[src/rtl/fetch_unit_if.sv]
// Fetch-side bus bundle: memory port A read request/response, branch redirect
// and the instruction hand-off to decode.
interface fetch_unit_if #(
  parameter int DATA_W = 32,
  parameter int ADDR_W = 32
);
  logic [ADDR_W-1:0] mem_addr;
  logic              mem_rd_en;
  logic [DATA_W-1:0] mem_rdata;
  logic              branch_valid;
  logic [ADDR_W-1:0] branch_target;
  logic [DATA_W-1:0] instr;
  logic [ADDR_W-1:0] instr_pc;
  logic              instr_valid;
  logic              instr_ready;

  // Decode handshake: a word transfers in every cycle with instr_valid & instr_ready;
  // while instr_valid=1 and instr_ready=0, instr and instr_pc are held unchanged.
  modport master (
    output mem_addr, mem_rd_en, instr, instr_pc, instr_valid,
    input  mem_rdata, branch_valid, branch_target, instr_ready
  );

  modport slave (
    input  mem_addr, mem_rd_en, instr, instr_pc, instr_valid,
    output mem_rdata, branch_valid, branch_target, instr_ready
  );
endinterface

[src/rtl/fetch_unit.sv]
// Instruction fetch stage: sequential reads from memory port A into a 2-entry
// buffer, decode hand-off over valid/ready, branch redirect with flush.
module fetch_unit #(
  parameter int                DATA_W   = 32,
  parameter int                ADDR_W   = 32,
  parameter logic [ADDR_W-1:0] RESET_PC = '0,
  parameter logic [ADDR_W-1:0] PC_STEP  = {{(ADDR_W-1){1'b0}}, 1'b1}
) (
  input  logic         clk,
  input  logic         rst,
  fetch_unit_if.master bus_io,
  output logic [1:0]   state_o
);

  typedef enum logic [1:0] {
    ST_RESET = 2'd0,
    ST_RUN   = 2'd1,
    ST_FLUSH = 2'd2
  } state_e;

  state_e            state_q;

  logic [ADDR_W-1:0] pc_q,          pc_d;
  logic              inflight_q,    inflight_d;
  logic [ADDR_W-1:0] inflight_pc_q, inflight_pc_d;
  logic [1:0]        count_q,       count_d;
  logic              rd_ptr_q,      rd_ptr_d;
  logic              wr_ptr_q,      wr_ptr_d;
  logic [DATA_W-1:0] buf_data_q [2];
  logic [ADDR_W-1:0] buf_pc_q   [2];

  logic              head_valid;
  logic              pop;
  logic              push;
  logic              issue;
  logic              kill;
  logic              redirect;
  logic [2:0]        occupancy;

  assign head_valid = (count_q != 2'd0);
  assign pop        = head_valid & bus_io.instr_ready;

  // Words already buffered or on their way back, less the one leaving now,
  // must leave room for the word this request would bring back.
  assign occupancy  = {1'b0, count_q} + {2'b00, inflight_q} - {2'b00, pop};
  assign issue      = (state_q == ST_RUN) & ~bus_io.branch_valid & (occupancy < 3'd2);

  assign redirect   = bus_io.branch_valid & (state_q != ST_RESET);
  assign kill       = bus_io.branch_valid | (state_q == ST_FLUSH);
  assign push       = inflight_q & ~kill;

  assign bus_io.mem_addr    = pc_q;
  assign bus_io.mem_rd_en   = issue;
  assign bus_io.instr_valid = head_valid;
  assign bus_io.instr       = buf_data_q[rd_ptr_q];
  assign bus_io.instr_pc    = buf_pc_q[rd_ptr_q];
  assign state_o            = state_q;

  always_comb begin
    pc_d          = pc_q;
    inflight_d    = issue;
    inflight_pc_d = inflight_pc_q;
    count_d       = count_q + {1'b0, push} - {1'b0, pop};
    rd_ptr_d      = rd_ptr_q ^ pop;
    wr_ptr_d      = wr_ptr_q ^ push;
    if (issue) begin
      pc_d          = pc_q + PC_STEP;
      inflight_pc_d = pc_q;
    end
    // Redirect empties the buffer; pointers realign so the next push is the head.
    if (redirect) begin
      pc_d     = bus_io.branch_target;
      count_d  = 2'd0;
      rd_ptr_d = 1'b0;
      wr_ptr_d = 1'b0;
    end
  end

  always_ff @(posedge clk) begin
    if (rst) begin
      state_q <= ST_RESET;
    end else begin
      case (state_q)
        ST_RESET: state_q <= ST_RUN;
        ST_RUN:   state_q <= bus_io.branch_valid ? ST_FLUSH : ST_RUN;
        ST_FLUSH: state_q <= bus_io.branch_valid ? ST_FLUSH : ST_RUN;
        default:  state_q <= ST_RESET;
      endcase
    end
  end

  always_ff @(posedge clk) begin
    if (rst) begin
      pc_q          <= RESET_PC;
      inflight_q    <= 1'b0;
      inflight_pc_q <= '0;
      count_q       <= 2'd0;
      rd_ptr_q      <= 1'b0;
      wr_ptr_q      <= 1'b0;
      for (int i = 0; i < 2; i++) begin
        buf_data_q[i] <= '0;
        buf_pc_q[i]   <= '0;
      end
    end else begin
      pc_q          <= pc_d;
      inflight_q    <= inflight_d;
      inflight_pc_q <= inflight_pc_d;
      count_q       <= count_d;
      rd_ptr_q      <= rd_ptr_d;
      wr_ptr_q      <= wr_ptr_d;
      if (push) begin
        buf_data_q[wr_ptr_q] <= bus_io.mem_rdata;
        buf_pc_q[wr_ptr_q]   <= inflight_pc_q;
      end
    end
  end

endmodule

[src/flat_wrapper.sv]
// flat-port wrapper written by rule: the top's interface ports become plain ports
module fetch_unit_flat 
#(
  parameter int                DATA_W   = 32,
  parameter int                ADDR_W   = 32,
  parameter logic [ADDR_W-1:0] RESET_PC = '0,
  parameter logic [ADDR_W-1:0] PC_STEP  = {{(ADDR_W-1){1'b0}}, 1'b1}
)
  (clk, rst, state_o, bus_io_mem_addr, bus_io_mem_rd_en, bus_io_instr, bus_io_instr_pc, bus_io_instr_valid, bus_io_mem_rdata, bus_io_branch_valid, bus_io_branch_target, bus_io_instr_ready);
  fetch_unit_if #(.DATA_W(DATA_W), .ADDR_W(ADDR_W)) bus_io_i ();
  input  logic clk;
  input  logic rst;
  output logic [1:0] state_o;
  output wire logic [$bits(bus_io_i.mem_addr)-1:0] bus_io_mem_addr;
  output wire logic [$bits(bus_io_i.mem_rd_en)-1:0] bus_io_mem_rd_en;
  output wire logic [$bits(bus_io_i.instr)-1:0] bus_io_instr;
  output wire logic [$bits(bus_io_i.instr_pc)-1:0] bus_io_instr_pc;
  output wire logic [$bits(bus_io_i.instr_valid)-1:0] bus_io_instr_valid;
  input wire logic [$bits(bus_io_i.mem_rdata)-1:0] bus_io_mem_rdata;
  input wire logic [$bits(bus_io_i.branch_valid)-1:0] bus_io_branch_valid;
  input wire logic [$bits(bus_io_i.branch_target)-1:0] bus_io_branch_target;
  input wire logic [$bits(bus_io_i.instr_ready)-1:0] bus_io_instr_ready;
  assign bus_io_mem_addr = bus_io_i.mem_addr;
  assign bus_io_mem_rd_en = bus_io_i.mem_rd_en;
  assign bus_io_instr = bus_io_i.instr;
  assign bus_io_instr_pc = bus_io_i.instr_pc;
  assign bus_io_instr_valid = bus_io_i.instr_valid;
  assign bus_io_i.mem_rdata = bus_io_mem_rdata;
  assign bus_io_i.branch_valid = bus_io_branch_valid;
  assign bus_io_i.branch_target = bus_io_branch_target;
  assign bus_io_i.instr_ready = bus_io_instr_ready;
  fetch_unit #(.DATA_W(DATA_W), .ADDR_W(ADDR_W), .RESET_PC(RESET_PC), .PC_STEP(PC_STEP)) u_core (.clk(clk), .rst(rst), .bus_io(bus_io_i), .state_o(state_o));
endmodule
[config.mk]
export PLATFORM = sky130hd
export DESIGN_NAME = fetch_unit_flat
export DESIGN_NICKNAME = d
export VERILOG_FILES = /design/src/rtl/fetch_unit_if.sv /design/src/rtl/fetch_unit.sv /design/src/flat_wrapper.sv
export SDC_FILE = /design/constraint.sdc
export NUM_CORES = 1
export LEC_CHECK = 0
export ABC_AREA = 1
export CORE_ASPECT_RATIO = 1.1
export CORE_MARGIN = 5
export CORE_UTILIZATION = 50
export DETAILED_ROUTE_END_ITERATION = 12
export PLACE_DENSITY = 0.77
export RECOVER_POWER = 100
export SLEW_MARGIN = 0
export SYNTH_ARGS = -nofsm -noshare
export SYNTH_HDL_FRONTEND = slang
export SYNTH_SLANG_ARGS = --single-unit
[constraint.sdc]
create_clock -name clk -period 7.8 [get_ports clk]
set_input_delay 2.34 -clock clk [delete_from_list [all_inputs] [get_ports clk]]
set_output_delay 2.34 -clock clk [all_outputs]
set_load 0.02 [all_outputs]
# Yosys cells after proc, flatten, opt, wreduce, memory -nomap -nowiden
# Memory sizes are Yosys's and may differ from the RTL's. A register that Yosys moved wholly into a read port is not among the register bits.
# Index checks and enable logic that the tools add are counted.
[op_classes] add_sub_neg=5 n_lt_le_gt_ge=1 n_eq_ne=2 mux=17 bitwise=10 n_reduce_logical=8
[ops] operator="$mux 32" count=4
[ops] operator="$reduce_or 32->1" count=2
[ops] operator="$add 32x1->32 const B" count=1
[ops] operator="$mux 1" count=11
[ops] operator="$reduce_bool 2->1" count=3
[ops] operator="$and 1x1->1" count=5
[ops] operator="$pmux 2 s2" count=1
[ops] operator="$reduce_or 2->1" count=2
[ops] operator="$add 2x1->3" count=1
[ops] operator="$lt 3x2->1 const B" count=1
[ops] operator="$sub 3x1->3" count=1
[ops] operator="$add 2x1->2" count=1
[ops] operator="$eq 2x1->1 const B" count=1
[ops] operator="$eq 2x2->1 const B" count=1
[ops] operator="$logic_not 2->1" count=1
[ops] operator="$mux 2" count=1
[ops] operator="$not 1->1" count=2
[ops] operator="$sub 2x1->2" count=1
[ops] operator="$xor 1x1->1" count=2
[ops] operator="$or 1x1->1" count=1
[totals] register_bits=71 ramBits=128 input_bits=68 out_inout_bits=100 wordCells=52 memories=2
[memory_table] memory="u_core.buf_data_q" depth=2 width=32 rd=1 rd_clocked_by_memory_dff=1 wr=2 line="fetch_unit.sv:29" rtl="logic [DATA_W-1:0] buf_data_q [2];"
[memory_table] memory="u_core.buf_pc_q" depth=2 width=32 rd=1 rd_clocked_by_memory_dff=1 wr=2 line="fetch_unit.sv:30" rtl="logic [ADDR_W-1:0] buf_pc_q [2];"

# Longest topological paths before layout
[logic_depth] word_depth=9 depth_mapped=15 mapped_depth_nobuf=15

# Least setup slack after synthesis
# Ideal clock, no wire load.
[synth_path] path_kind="input-to-output" start="input bus_io_instr_ready" end="output bus_io_mem_rd_en" t_arrival_ps=4120 required_ps=5460 path_slack_ps=1340 cell_stages=10 n_path_buf=1 cell_sequence="nand2_1 inv_1 ha_1 or2_2 fa_1 nand2_1 nor2_1 nand2_4 inv_2 buf_4"
[synth_between] elab_chain_len=4
[synth_rtl] item="start, declared" line="flat_wrapper.sv:22" rtl="input wire logic [$bits(bus_io_i.instr_ready)-1:0] bus_io_instr_ready;"
[synth_rtl] item="$and 1x1->1" line="fetch_unit.sv:41" rtl="assign pop = head_valid & bus_io.instr_ready;"
[synth_rtl] item="$sub 3x1->3" line="fetch_unit.sv:45" rtl="assign occupancy = {1'b0, count_q} + {2'b00, inflight_q} - {2'b00, pop};"
[synth_rtl] item="$lt 3x2->1" line="fetch_unit.sv:46" rtl="assign issue = (state_q == ST_RUN) & ~bus_io.branch_valid & (occupancy < 3'd2);"
[synth_rtl] item="$and 1x1->1" line="fetch_unit.sv:46"
[synth_rtl] item="end, declared" line="flat_wrapper.sv:15" rtl="output wire logic [$bits(bus_io_i.mem_rd_en)-1:0] bus_io_mem_rd_en;"
# No other way between the ends.

# Worst setup path in the final report
# Same ends and word-level chain as after synthesis.

==> impl_summary.txt <==
----------------------------------------------------
[STA]
  F_max ... 133 MHz
  Headroom to the max-slew limit ... -75.0%
  RSZ-0062 raised after global routing ... false
  Final worst clock skew ... 0.00925 ns
  Final number of setup-violating endpoints ... 0
  Sum of negative setup slack ... 0 ns
  Number of failing hold endpoints at the final stage ... 0
  Period utilization ... 96.2%
  Minimum period implied by the final worst setup slack ... 7.50 ns
  Worst Max-Slew Pin Slew ... 2.62 ns
  Final Max Slew Viols ... 222

[Pwr]
  Max rail drop VDD ... 0.162 mV
  Power per unit of standard cell area ... approximately 220 nW/um^2
  Static Leak ... 4.69 nW

[CTS]
  Clock slew seen by the registers of the worst setup and hold paths ... around 0.070 ns
  Number of gates given a new drive strength after cts ... 0
  Library cell used as clock root buffer ... sky130_fd_sc_hd__clkbuf_16
  Number of buffers on the longest clock path ... 2
  Number of levels in the clock H-tree ... 4
  Total of hold buffers inserted after clock tree synthesis ... 0
  Number of buffers added for setup after CTS ... 0
  Insertion delay to the later sink of the worst-skew pair ... 0.43 ns
  Clk sinks ... 199
  Clock tree from TritonCTS ... yes
  Inserted Clock Buffers ... 17

[Routing]
  Via total after detailed routing ... 7,309
  Average routed wire per standard cell ... 14.0 um
  Final ANT Viol Nets ... 0
  Number of DRC violations after detailed-routing iteration 0 ... 427
  Routed WL ... approximately 21 mm
  Remaining routing DRC violations ... 0
  Via density per instance ... ~4.9
  Number of iterations in the first detailed-routing pass ... 5

[Synthesis]
  Number of warnings issued by yosys ... 0
  Count of distinct cell types in the synthesized netlist ... 37
  Most common flop cell mapped by yosys ... sky130_fd_sc_hd__edfxtp_1
  Mapped Area ... 9180 sq um
  Sequential area share after synthesis ... 57.4%
  Share of synthesized registers carrying an async set or reset ... 0%
  Average cell area after synthesis ... 8.47 sq um
  Cells after synthesis ... 1,084
  Count of flip-flops with a built-in enable after synthesis ... 128
  Syn_nets ... 1,161
  Seq cells post-synth ... 199

[Critical path]
  Data arrival time of the critical path ... about 5.2 ns
  Startpoint types ... input port
  Reg2reg setup slack ... 2.44 ns
  Capture point of the critical path ... bus_io_mem_rd_en
  Ordered cell list for the critical path ... dlygate4sd3_1 -> nand2_1 -> inv_1 -> ha_1 -> or2_2 -> fa_1 -> nand2_1 -> nor2_1 -> nand2_4 -> inv_1 -> clkdlybuf4s50_1
  Critical path data required time ... 5.46 ns
  Start of the worst register-to-register path ... u_core.count_q[1]$_SDFF_PP0_
  Crit path buffers/inverters ... 4
  Worst R2R End ... u_core.bus_io.mem_addr[24]$_SDFFE_PP0P_
  R2r worst-path depth ... 15
  Cell at the slowest stage of the critical path ... sky130_fd_sc_hd__clkdlybuf4s50_1
  Crit path capture type ... output pin
  Category of the critical setup timing path ... in -> out
  Max FO, Critical Path ... 3
  Number of cells on the critical path ... 11
  Delay of the slowest cell on the worst path ... 0.63 ns
  Crit path launch ... bus_io_instr_ready
  Cell family with the largest share of critical-path delay ... buffers and inverters

[Placed design]
  Gp weighted congestion ... 0.916
  Hpwl dp ... around 14 mm
  Cell area reported after detailed placement ... 11,000 sq um
  Count of input and output buffers ... between 150 and 200

[Floorplan]
  Placeable core region ... 18,200 sq um
  Die Span Y ... approximately 150 um
  Count of boundary I/O pins ... about 170
  Die Wd ... 139 um
  Cell Rows ... 52
  Floorplan die area ... approximately 21,000 sq um
  Starting Density ... between 50 and 60%

[Finish]
  Most used cells in the layout excluding fill and tap cells ... sky130_fd_sc_hd__nand2_1, sky130_fd_sc_hd__nor2_1, sky130_fd_sc_hd__edfxtp_1
  Final-stage net count ... 1,307
  Most frequent standard cell in the layout excluding fill and tap cells ... sky130_fd_sc_hd__nand2_1
  Final instance area ... 11,400 sq um
  Layout filler cell count ... 1,529
  Ant. Diodes ... 0
  Post-synthesis to final-layout area growth ... 24.7%
  Share of final-layout standard cells stronger than drive strength 1 ... 4.91%

[Global routing]
  GR met1 Demand/Resource ... a little over a quarter
  Wire length of the first global-routing pass ... 34.3 mm
  Number of antenna violations at the first check in global routing ... 0
  Most crowded layer after global routing ... met2
  Fraction of met2 tracks used by global routing ... 32.3%
  Pin count of the biggest net entering global routing ... 73
  Grt ovf ... 0
  Via count of the first global-routing pass ... 6,913
  Met3 usage ... 4.37%
  GRT Util Overall ... 19.9%

[Run status]
  Violated checks ... capacitance limit, slew limit
  Status ... finished with violations

[Worst hold path]
  Type of the worst min-delay path ... reg -> reg

[Run]
  Number of max-capacitance violations reported ... 4

----------------------------------------------------
[worst min path at each step]
stage,end,start,slack [ns],cells past startpoint
final,u_core.inflight_pc_q[27]$_SDFFE_PP0P_,u_core.inflight_pc_q[27]$_SDFFE_PP0P_,0.48,2
after global placement,u_core.inflight_pc_q[21]$_SDFFE_PP0P_,u_core.inflight_pc_q[21]$_SDFFE_PP0P_,0.46,2
after CTS,u_core.inflight_pc_q[27]$_SDFFE_PP0P_,u_core.inflight_pc_q[27]$_SDFFE_PP0P_,0.48,2
after detailed placement,u_core.inflight_pc_q[27]$_SDFFE_PP0P_,u_core.inflight_pc_q[27]$_SDFFE_PP0P_,0.47,2
after floorplan,u_core.inflight_pc_q[0]$_SDFFE_PP0P_,u_core.inflight_pc_q[0]$_SDFFE_PP0P_,0.44,2
after global routing,u_core.inflight_pc_q[9]$_SDFFE_PP0P_,u_core.inflight_pc_q[9]$_SDFFE_PP0P_,0.50,2
[worst min-delay path, stage by stage, from the launching register on]
cell and delay [ns]:
sky130_fd_sc_hd__dfxtp_1 0.30, sky130_fd_sc_hd__inv_1 0.08, sky130_fd_sc_hd__a21oi_1 0.06
[layout make-up]
class | instances | area (sq um) | area share, %
repair buffers | 177 | 1720 | 15.0
inverters | 109 | 409 | 3.58
well taps | 243 | 304 | 2.66
flip-flops and latches | 199 | 5270 | 46.0
multi-input cells | 726 | 3210 | 28.1
clock buffers | 18 | 429 | 3.75
clock inverters | 14 | 101 | 0.886
[registers in the layout, summed over array words and instances (netlist names)]
name / flops
u_core.buf_data_q: 64
u_core.buf_pc_q: 64
u_core.bus_io.mem_addr: 32
u_core.inflight_pc_q: 32
u_core.count_q: 2
u_core.state_o: 2
u_core.inflight_q: 1
u_core.rd_ptr_q: 1
u_core.wr_ptr_q: 1
[per-stage QoR]
stage	hold slack, ns	setup slack [ns]	power (mW)	utilization, %	cells
after floorplan	0.444	1.34	1.53	-	1084
after global placement	0.463	0.467	1.72	60.2	1454
after detailed placement	0.469	0.450	1.73	60.2	1454
after CTS	0.481	0.444	2.51	63.1	1486
after global routing	0.503	0.196	2.60	62.8	1486
final	0.479	0.300	2.48	62.8	1486
[synth_stat cells (all sizes together) (4+ instances only)]
| cell | n | area (sq um) |
|---|---|---|
| a31oi | 5 | 31.3 |
| or2 | 4 | 25.0 |
| ha | 8 | 100 |
| buf | 29 | 196 |
| xor2 | 6 | 52.6 |
| o21ai | 45 | 225 |
| dfxtp | 71 | 1420 |
| xnor2 | 5 | 43.8 |
| nand4 | 4 | 25.0 |
| clkbuf | 20 | 75.1 |
| nor2 | 207 | 861 |
| nand2 | 338 | 1290 |
| edfxtp | 128 | 3840 |
| inv | 109 | 412 |
| nand3 | 31 | 155 |
| a21oi | 60 | 300 |
[metal layers]
layer / vias to the layer above / routed length, um
li1: 3729 / -
met1: 3325 / 9320
met2: 230 / 9970
met3: 25 / 1150
met4: 0 / 309
met5: - / 0
[report_power, final]
group | total (mW) | switching [mW] | internal, mW | leakage [nW]
registers | 1.24 | 0.0473 | 1.19 | 1.90
clock network | 0.798 | 0.387 | 0.410 | 0.255
logic | 0.441 | 0.274 | 0.166 | 2.53
[cell families after synthesis]
logic type / Yosys count / synth area share, %
compound gates: 114 / 6.41
xor+xnor: 11 / 1.05
fa+ha+maj: 9 / 1.31
buf+inv: 159 / 7.54
flops: 199 / 57.4
simple gates: 592 / 26.3
Note: power is estimated with default switching activity, not from simulation.
